==> config.mk <==
export PLATFORM = sky130hd
export DESIGN_NAME = reg_file_sb
export DESIGN_NICKNAME = d
export VERILOG_FILES = /design/src/rtl/reg_file_pkg.sv /design/src/rtl/rf_read_port.sv /design/src/rtl/reg_file_sb.sv
export SDC_FILE = /design/constraint.sdc
export NUM_CORES = 1
export LEC_CHECK = 0
export BUFFER_PORTS_ARGS = -buffer_cell sky130_fd_sc_hd__buf_2
export CELL_PAD_IN_SITES_DETAIL_PLACEMENT = 0
export CELL_PAD_IN_SITES_GLOBAL_PLACEMENT = 2
export CORE_AREA = 8 8 362 364
export DETAILED_ROUTE_END_ITERATION = 12
export DIE_AREA = 0 0 370 372
export GPL_TIMING_DRIVEN = 0
export PLACE_DENSITY = 0.7
export SYNTH_ARGS = -nofsm -noshare
export SYNTH_HDL_FRONTEND = slang
export SYNTH_SLANG_ARGS = --single-unit
export TNS_END_PERCENT = 30
==> constraint.sdc <==
create_clock -name clk -period 4.7 [get_ports clk]
set_clock_uncertainty 0.05 [all_clocks]
set_input_delay 0.94 -clock clk [delete_from_list [all_inputs] [get_ports clk]]
set_output_delay 0.94 -clock clk [all_outputs]
set_load 0.02 [all_outputs]
==> src/rtl/reg_file_pkg.sv <==
// Shared types and default sizing for the scoreboarded register file.
package reg_file_pkg;

    localparam int RF_WIDTH = 32;
    localparam int RF_DEPTH = 5;
    localparam int RF_NREAD = 2;

    typedef enum logic {
        RF_INIT = 1'b0,
        RF_RUN  = 1'b1
    } rf_state_t;

endpackage

==> src/rtl/rf_read_port.sv <==
// One combinational read port: zero-address forcing, write-through bypass,
// and pending-flag masking.
module rf_read_port #(
    parameter int WIDTH = 32,
    parameter int DEPTH = 5
) (
    input  logic             run,
    input  logic [DEPTH-1:0] addr,
    input  logic [WIDTH-1:0] reg_data,
    input  logic             pending,
    input  logic             wr,
    input  logic [DEPTH-1:0] write_register,
    input  logic [WIDTH-1:0] write_data,
    output logic [WIDTH-1:0] data,
    output logic             busy
);

    always_comb begin
        data = '0;
        busy = 1'b0;
        if (!run) begin
            // Contents are being swept; report every register as not yet valid.
            busy = 1'b1;
        end else if (addr != '0) begin
            if (wr && (write_register == addr)) begin
                data = write_data;
            end else begin
                data = reg_data;
                busy = pending;
            end
        end
    end

endmodule

==> src/rtl/reg_file_sb.sv <==
// Multi-port register file with a pending-write scoreboard and a power-up /
// soft-clear sweep that zeroes one register per clock.
module reg_file_sb
    import reg_file_pkg::*;
#(
    parameter int WIDTH = RF_WIDTH,
    parameter int DEPTH = RF_DEPTH,
    parameter int NREAD = RF_NREAD
) (
    input  logic                   clk,
    input  logic                   rst,
    input  logic                   init_req,
    output logic                   ready,
    input  logic                   wr,
    input  logic [DEPTH-1:0]       write_register,
    input  logic [WIDTH-1:0]       write_data,
    input  logic [NREAD*DEPTH-1:0] read_register,
    output logic [NREAD*WIDTH-1:0] read_data,
    input  logic                   issue,
    input  logic [DEPTH-1:0]       issue_register,
    output logic [NREAD-1:0]       read_busy,
    output rf_state_t              state_dbg
);

    localparam int               NREGS    = 2 ** DEPTH;
    localparam logic [DEPTH-1:0] LAST_IDX = '1;
    localparam logic [DEPTH-1:0] ONE      = DEPTH'(1);

    rf_state_t        state;
    logic [DEPTH-1:0] cnt;
    logic [NREGS-1:0] pending;
    logic [WIDTH-1:0] regs [NREGS];

    logic run;
    logic do_write;
    logic do_issue;

    // ready: wr and issue take effect only on edges where ready is high;
    // while it is low they are dropped and read ports are masked.
    assign run       = (state == RF_RUN);
    assign do_write  = run && wr && (write_register != '0);
    assign do_issue  = run && issue && (issue_register != '0);
    assign state_dbg = state;

    always_ff @(posedge clk or posedge rst) begin
        if (rst) begin
            state   <= RF_INIT;
            cnt     <= ONE;
            ready   <= 1'b0;
            pending <= '0;
        end else begin
            case (state)
                RF_INIT: begin
                    pending[cnt] <= 1'b0;
                    cnt          <= cnt + ONE;
                    if (cnt == LAST_IDX) begin
                        state <= RF_RUN;
                        ready <= 1'b1;
                    end
                end
                RF_RUN: begin
                    // Issue is applied last so a same-edge issue keeps the register pending.
                    if (do_write) pending[write_register] <= 1'b0;
                    if (do_issue) pending[issue_register] <= 1'b1;
                end
                default: begin
                    state <= RF_INIT;
                    cnt   <= ONE;
                    ready <= 1'b0;
                end
            endcase
            if (init_req) begin
                state <= RF_INIT;
                cnt   <= ONE;
                ready <= 1'b0;
            end
        end
    end

    // Storage has no reset; the sweep clears it. Register 0 is never read back.
    always_ff @(posedge clk) begin
        if (state == RF_INIT) begin
            regs[cnt] <= '0;
        end else if (do_write) begin
            regs[write_register] <= write_data;
        end
    end

    for (genvar i = 0; i < NREAD; i++) begin : g_rd
        logic [DEPTH-1:0] addr;
        assign addr = read_register[i*DEPTH +: DEPTH];

        rf_read_port #(
            .WIDTH(WIDTH),
            .DEPTH(DEPTH)
        ) u_port (
            .run           (run),
            .addr          (addr),
            .reg_data      (regs[addr]),
            .pending       (pending[addr]),
            .wr            (wr),
            .write_register(write_register),
            .write_data    (write_data),
            .data          (read_data[i*WIDTH +: WIDTH]),
            .busy          (read_busy[i])
        );
    end

endmodule

### Word level (Yosys, flattened, before mapping)

Memories as Yosys holds them, arrays and structs flattened.
Index checks and enable logic that the tools add are counted.

| operators by class | value |
|---|---|
| $add $sub $neg | 1 |
| $lt $le $gt $ge | 8 |
| eq/ne operators | 4 |
| multiplexer cells | 41 |
| bitwise gates (word level) | 6 |
| reductions and logical operators | 16 |

Operators with widths:

| cell | count |
|---|---|
| 2-to-1 mux 32 bit | 10 |
| bitwise AND 32 bit | 2 |
| inverter 32 bit | 2 |
| case mux 32 bit (2 select lines) | 1 |
| OR 32 bit | 1 |
| OR reduction 32 bit | 1 |
| less-than comparator 5 x 6 -> 1 bit (second input constant) | 5 |
| 2-to-1 mux 1 bit | 22 |
| nonzero test 5 bit | 4 |
| demux 1 bit (select 5 bit) | 3 |
| greater-or-equal comparator 5 x 1 -> 1 bit (second input constant) | 3 |
| 2-to-1 mux 5 bit | 3 |
| binary-select mux 1 bit (select 5 bit) | 2 |
| equality test 5 bit | 2 |
| logical AND 1 bit | 9 |
| adder 5 x 1 -> 5 bit (second input constant) | 1 |
| equality test 5 bit (second input constant) | 1 |
| != test 2 bit (second input constant) | 1 |
| AND reduction 2 bit | 1 |
| nonzero test 2 bit | 1 |
| inverter 1 bit | 1 |

| word-level totals | value |
|---|---|
| bits in registers | 39 |
| memory bits (writable) | 1024 |
| input port bits | 57 |
| output and inout bits | 68 |
| word-level logic and storage cells | 81 |
| memories | 1 |

Memory list:

| name | depth | width | read ports | clocked after Yosys merged registers in | wr ports | RTL line | source |
|---|---|---|---|---|---|---|---|
| regs | 32 | 32 | 2 | 0 | 1 | reg_file_sb.sv:32 | `logic [WIDTH-1:0] regs [NREGS];` |

### Logic depth before layout (Yosys ltp)

| logic depth | value |
|---|---|
| depth in word-level cells | 11 |
| depth in mapped cells | 11 |
| depth with buffers taken out | 5 |

### Hierarchy

A second synthesis with hierarchy kept.

| unflattened totals | value |
|---|---|
| cells, all modules | 4008 |
| area total of the unflattened synthesis | 52784.4 um2 |

Modules (own cells, without submodules):

| module | instances | cells an instance | area each (um2) | seq. area each (um2) |
|---|---|---|---|---|
| reg_file_sb | 1 | 3754 | 51448.1 | 31726.7 |
| rf_read_port | 2 | 127 | 668.1 | 0.0 |

### Worst setup path after synthesis

OpenSTA, ideal clock, no wires.

| timing path | value |
|---|---|
| path kind | in2reg |
| start | input write_register[0] |
| end | memory regs[0][0] (enable) |
| setup time | 0.421 ns |
| arrival | 3.723 ns |
| data required time | 4.229 ns |
| path slack | 0.506 ns |
| stages on the path | 5 |
| path buffers | 1 |
| cells stage by stage | clkbuf_1 > or4b_2 > or2_2 > o31a_1 > nor2_1 |

| on the way | value |
|---|---|
| word-level cells in the longest chain between the ends | 7 |
| elaborated cells on any way between the ends | 8 |
| classes of those cells | mux (5); reduce/logical (3) |

RTL lines:

| what | RTL line | source |
|---|---|---|
| start, declared | reg_file_sb.sv:15 | `input logic [DEPTH-1:0] write_register,` |
| nonzero test 5 bit | reg_file_sb.sv:41 | `assign do_write = run && wr && (write_register != '0);` |
| logical AND 1 bit | reg_file_sb.sv:41 |  |
| 2-to-1 mux 1 bit | reg_file_sb.sv:84 | `end else if (do_write) begin` |
| 2-to-1 mux 1 bit | reg_file_sb.sv:82 | `if (state == RF_INIT) begin` |
| 2-to-1 mux 1 bit (not written as such) | reg_file_sb.sv:85 | `regs[write_register] <= write_data;` |
| OR reduction 32 bit (no line) | - |  |
| 2-to-1 mux 5 bit (no line) or 2-to-1 mux 1 bit (tied branches) | - |  |
| end, declared | reg_file_sb.sv:32 |  |

Several ways; a longest one is shown, not always the timed one.

### Worst setup path after layout

| timing path | value |
|---|---|
| start | input read_register[1] |
| end | output read_data[2] |

| on the way | value |
|---|---|
| word-level cells in the longest chain between the ends | 5 |
| elaborated cells on any way between the ends | 7 |
| classes of those cells | eq/ne (1); mux (3); reduce/logical (2); memory (1) |

RTL lines:

| what | RTL line | source |
|---|---|---|
| start, declared | reg_file_sb.sv:17 | `input logic [NREAD*DEPTH-1:0] read_register,` |
| parallel branches: the longest is 3 deep, another holds memory (32 x 32 bit) | - |  |
| 2-to-1 mux 32 bit (*) | rf_read_port.sv:24 | `end else if (addr != '0) begin` |
| 2-to-1 mux 32 bit (*) | rf_read_port.sv:21 | `if (!run) begin` |
| end, declared | reg_file_sb.sv:18 | `output logic [NREAD*WIDTH-1:0] read_data,` |

Mark *: on every way between the ends.

==> impl_metrics.tcl <==
set metrics [dict create \
    status "complete, but fails checks" \
    violations "max-capacitance violations, max-slew violations, negative setup slack" \
    cts_buffers 120 \
    report.final.slew_viol_count 11 \
    ys_types 71 \
    avgSynthCellArea_um2 16.78 \
    relSlewSlack_pct -3.866 \
    synth_top_area_cell "edfxtp_1" \
    htreeDepth 3 \
    grt_pass1_vias 36233 \
    syn-num-nets 3173 \
    nets 3484 \
    avgRoutedWirePerCell_um 49.37 \
    cp.required_ps 3710 \
    gr-total-overflow 0 \
    place_ws_ps -1816 \
    setup-violations-final 41 \
    min_period_ps 4853 \
    hp-class "in2async" \
    dr.pass1.iters 6 \
    cts.clk_slew.worst_paths_ps 60 \
    p_leak_nw 19.52 \
    clockBufferDepth 3 \
    drtIter0Drc 6852 \
    synth_top_area_share_pct 58.92 \
    grt_usage_pct 36.38 \
    rows 130 \
    netlist_top_cells_area "edfxtp_1 (59%), mux4_2 (14%), mux2i_1 (6.4%)" \
    postPlaceCellArea_um2 56510 \
    clk_latency_ps 760 \
    grt_max_degree 40 \
    yosysWarnings 0 \
    grt_pass1_wl_mm 334.0 \
    fin_area_um2 61050 \
    vias 37981 \
    crit_fanout 10 \
    power_density_nw_per_um2 363.6 \
    syn_area_um2 52190 \
    worstPathArrival_ps 3860 \
    cts_root_buffer "clkbuf_16" \
    layout_setup_ws_ps -152.7 \
    antenna_found_initial 16 \
    ant_nets 0 \
    period_share_pct 103.2 \
    ir_drop_v 0.0003623 \
    synth.top_cells.by_count "edfxtp_1 (1024), mux2i_1 (335), mux4_2 (331), mux2_2 (127), nor2_1 (112)" \
    die_area_um2 137600 \
    synthArstFlopShare_pct 3.669 \
    synthFlopType "edfxtp_1" \
    io_pins 125 \
    drive_gt1_share_pct 32.82 \
    core_um2 124900 \
    gp_congestion 0.9646 \
    vias_per_cell 7.324 \
    initial_core_util_pct 41.78 \
    critPathKind "in2out" \
    synth-edff-count 1024 \
    startpoint_type "input pin" \
    hpwlAfterDp_mm 175.6 \
    port_buffers 116 \
    synth_most_common_cell "edfxtp_1" \
    areaGrowthSynthToFinish_pct 16.98 \
    drc_errors 0 \
    die_h_um 372 \
    wl_mm 256.1 \
    rsz0062_at_grt "true" \
    drv_cap 1 \
    worst_slew_pin_slew_ps 1558 \
    cts_sinks 1063 \
    max_freq_mhz 206.1 \
    syn_inst 3111 \
    hold_viol 0 \
    ys_ff_latch 1063 \
    finalPower_mw 22.20 \
    die_x_um 370 \
    cp-end-kind "output port" \
    cts_tree "done" \
    seq_area_frac_synth_pct 60.79 \
]
-- through the flow --
stage / utilization, % / hold slack, ps / TNS [ps] / instances
after detailed placement: 45.24 / 461.4 / -128910 / 4945
final: 48.87 / 319.6 / -2274 / 5186
after floorplan: - / 429.2 / 0 / 3111
after CTS: 48.75 / 321.4 / -80.77 / 5171
after global routing: 48.86 / 388.9 / -0.2727 / 5178
after global placement: 43.90 / 430.9 / -3319140 / 4877
-- critical path, cell delays in order --
cell and delay, ps:
buf_2 140, buf_4 300, buf_4 380, buf_6 360, mux2i_1 610, a2111oi_1 230, a311oi_1 440, a21oi_2 180
buf_2 210
-- logic make-up (layout without fill, tap and decap cells) --
family | after synthesis | after routing | synth area share, %
other cells | 0 | 11 | 0
fa+ha+maj | 5 | 5 | 0.1199
buf+inv | 264 | 678 | 3.215
compound gates | 558 | 558 | 7.453
simple gates | 395 | 395 | 3.747
flops | 1063 | 1063 | 60.79
mux | 813 | 813 | 24.46
xor+xnor | 13 | 13 | 0.2182
-- state kept, by name (all words and copies together) (netlist names) --
| name | cells |
|---|---|
| regs | 1024 |
| cnt | 5 |
| pending | 32 |
| ready | 1 |
| state_dbg | 1 |
-- final timing paths --
path / from / to / slack, ps / cells past startpoint
setup reg to reg: state_dbg$_DFF_PP0_ / regs[13][24]$_DFFE_PP_ / 630 / 5
hold / removal: rst / pending[26]$_DFF_PP0_ / 320 / 2
max in group asynchronous: rst / pending[31]$_DFF_PP0_ / 3700 / 2
hold reg to reg: ready$_DFFE_PP0P_ / ready$_DFFE_PP0P_ / 460 / 2
setup / recovery: read_register[1] / read_data[2] / -150 / 9
min in group clk: init_req / state_dbg$_DFF_PP0_ / 380 / 2
-- report_power, final --
part	total, mW	switching [mW]	internal (mW)
combinational	2.40	1.62	0.775
sequential	10.5	0.0748	10.4
clock	9.30	4.13	5.17
total	22.2	5.83	16.4
-- what timing repair did --
action | in CTS | in global routing
hold buffers | 0 | 0
gates resized for setup | 227 | 45
pin swaps | 3 | 2
endpoints found under the setup margin | 66 | 50
buffers inserted | 6 | 4
-- per-layer routing --
layer	vias to the layer above	routed length, um	GRT usage (%)	share of wire (%)
met4	4	21570	24.62	8.4
met3	776	34240	11.20	13
met2	3430	108600	53.09	42
met5	-	20	0	0.0078
met1	20055	91630	46.60	36
li1	13716	-	-	-
-- area by class of cell --
class | instances | area, um^2
inverters | 12 | 48.80
clock buffers | 139 | 3074
multi-input cells | 1784 | 19310
repair buffers | 194 | 2064
plain buffers | 247 | 2024
fillers | 10567 | 63870
diodes | 11 | 27.53
flip-flops and latches | 1063 | 31730
well taps | 1650 | 2064
clock inverters | 86 | 711.9
-- layout by cell type (no fill, tap or decap), drive strengths merged, types with 6 or more instances in the layout --
master	count
a2111oi	53
a211oi	35
a21oi	105
a221o	13
a221oi	58
a22o	19
a22oi	31
a311oi	11
a31oi	6
a32oi	12
and2	38
and3	15
buf	338
bufinv	9
clkbuf	241
clkinv	64
clkinvlp	10
dfrtp	38
diode	11
edfxtp	1024
inv	15
mux2	127
mux2i	335
mux4	351
nand2	86
nand2b	14
nand3	27
nand3b	6
nor2	112
nor2b	27
nor3	28
nor4	6
o21ai	101
o221ai	6
o22ai	69
o31a	6
or2	12
xor2	10
(Power assumes the default switching activity.)
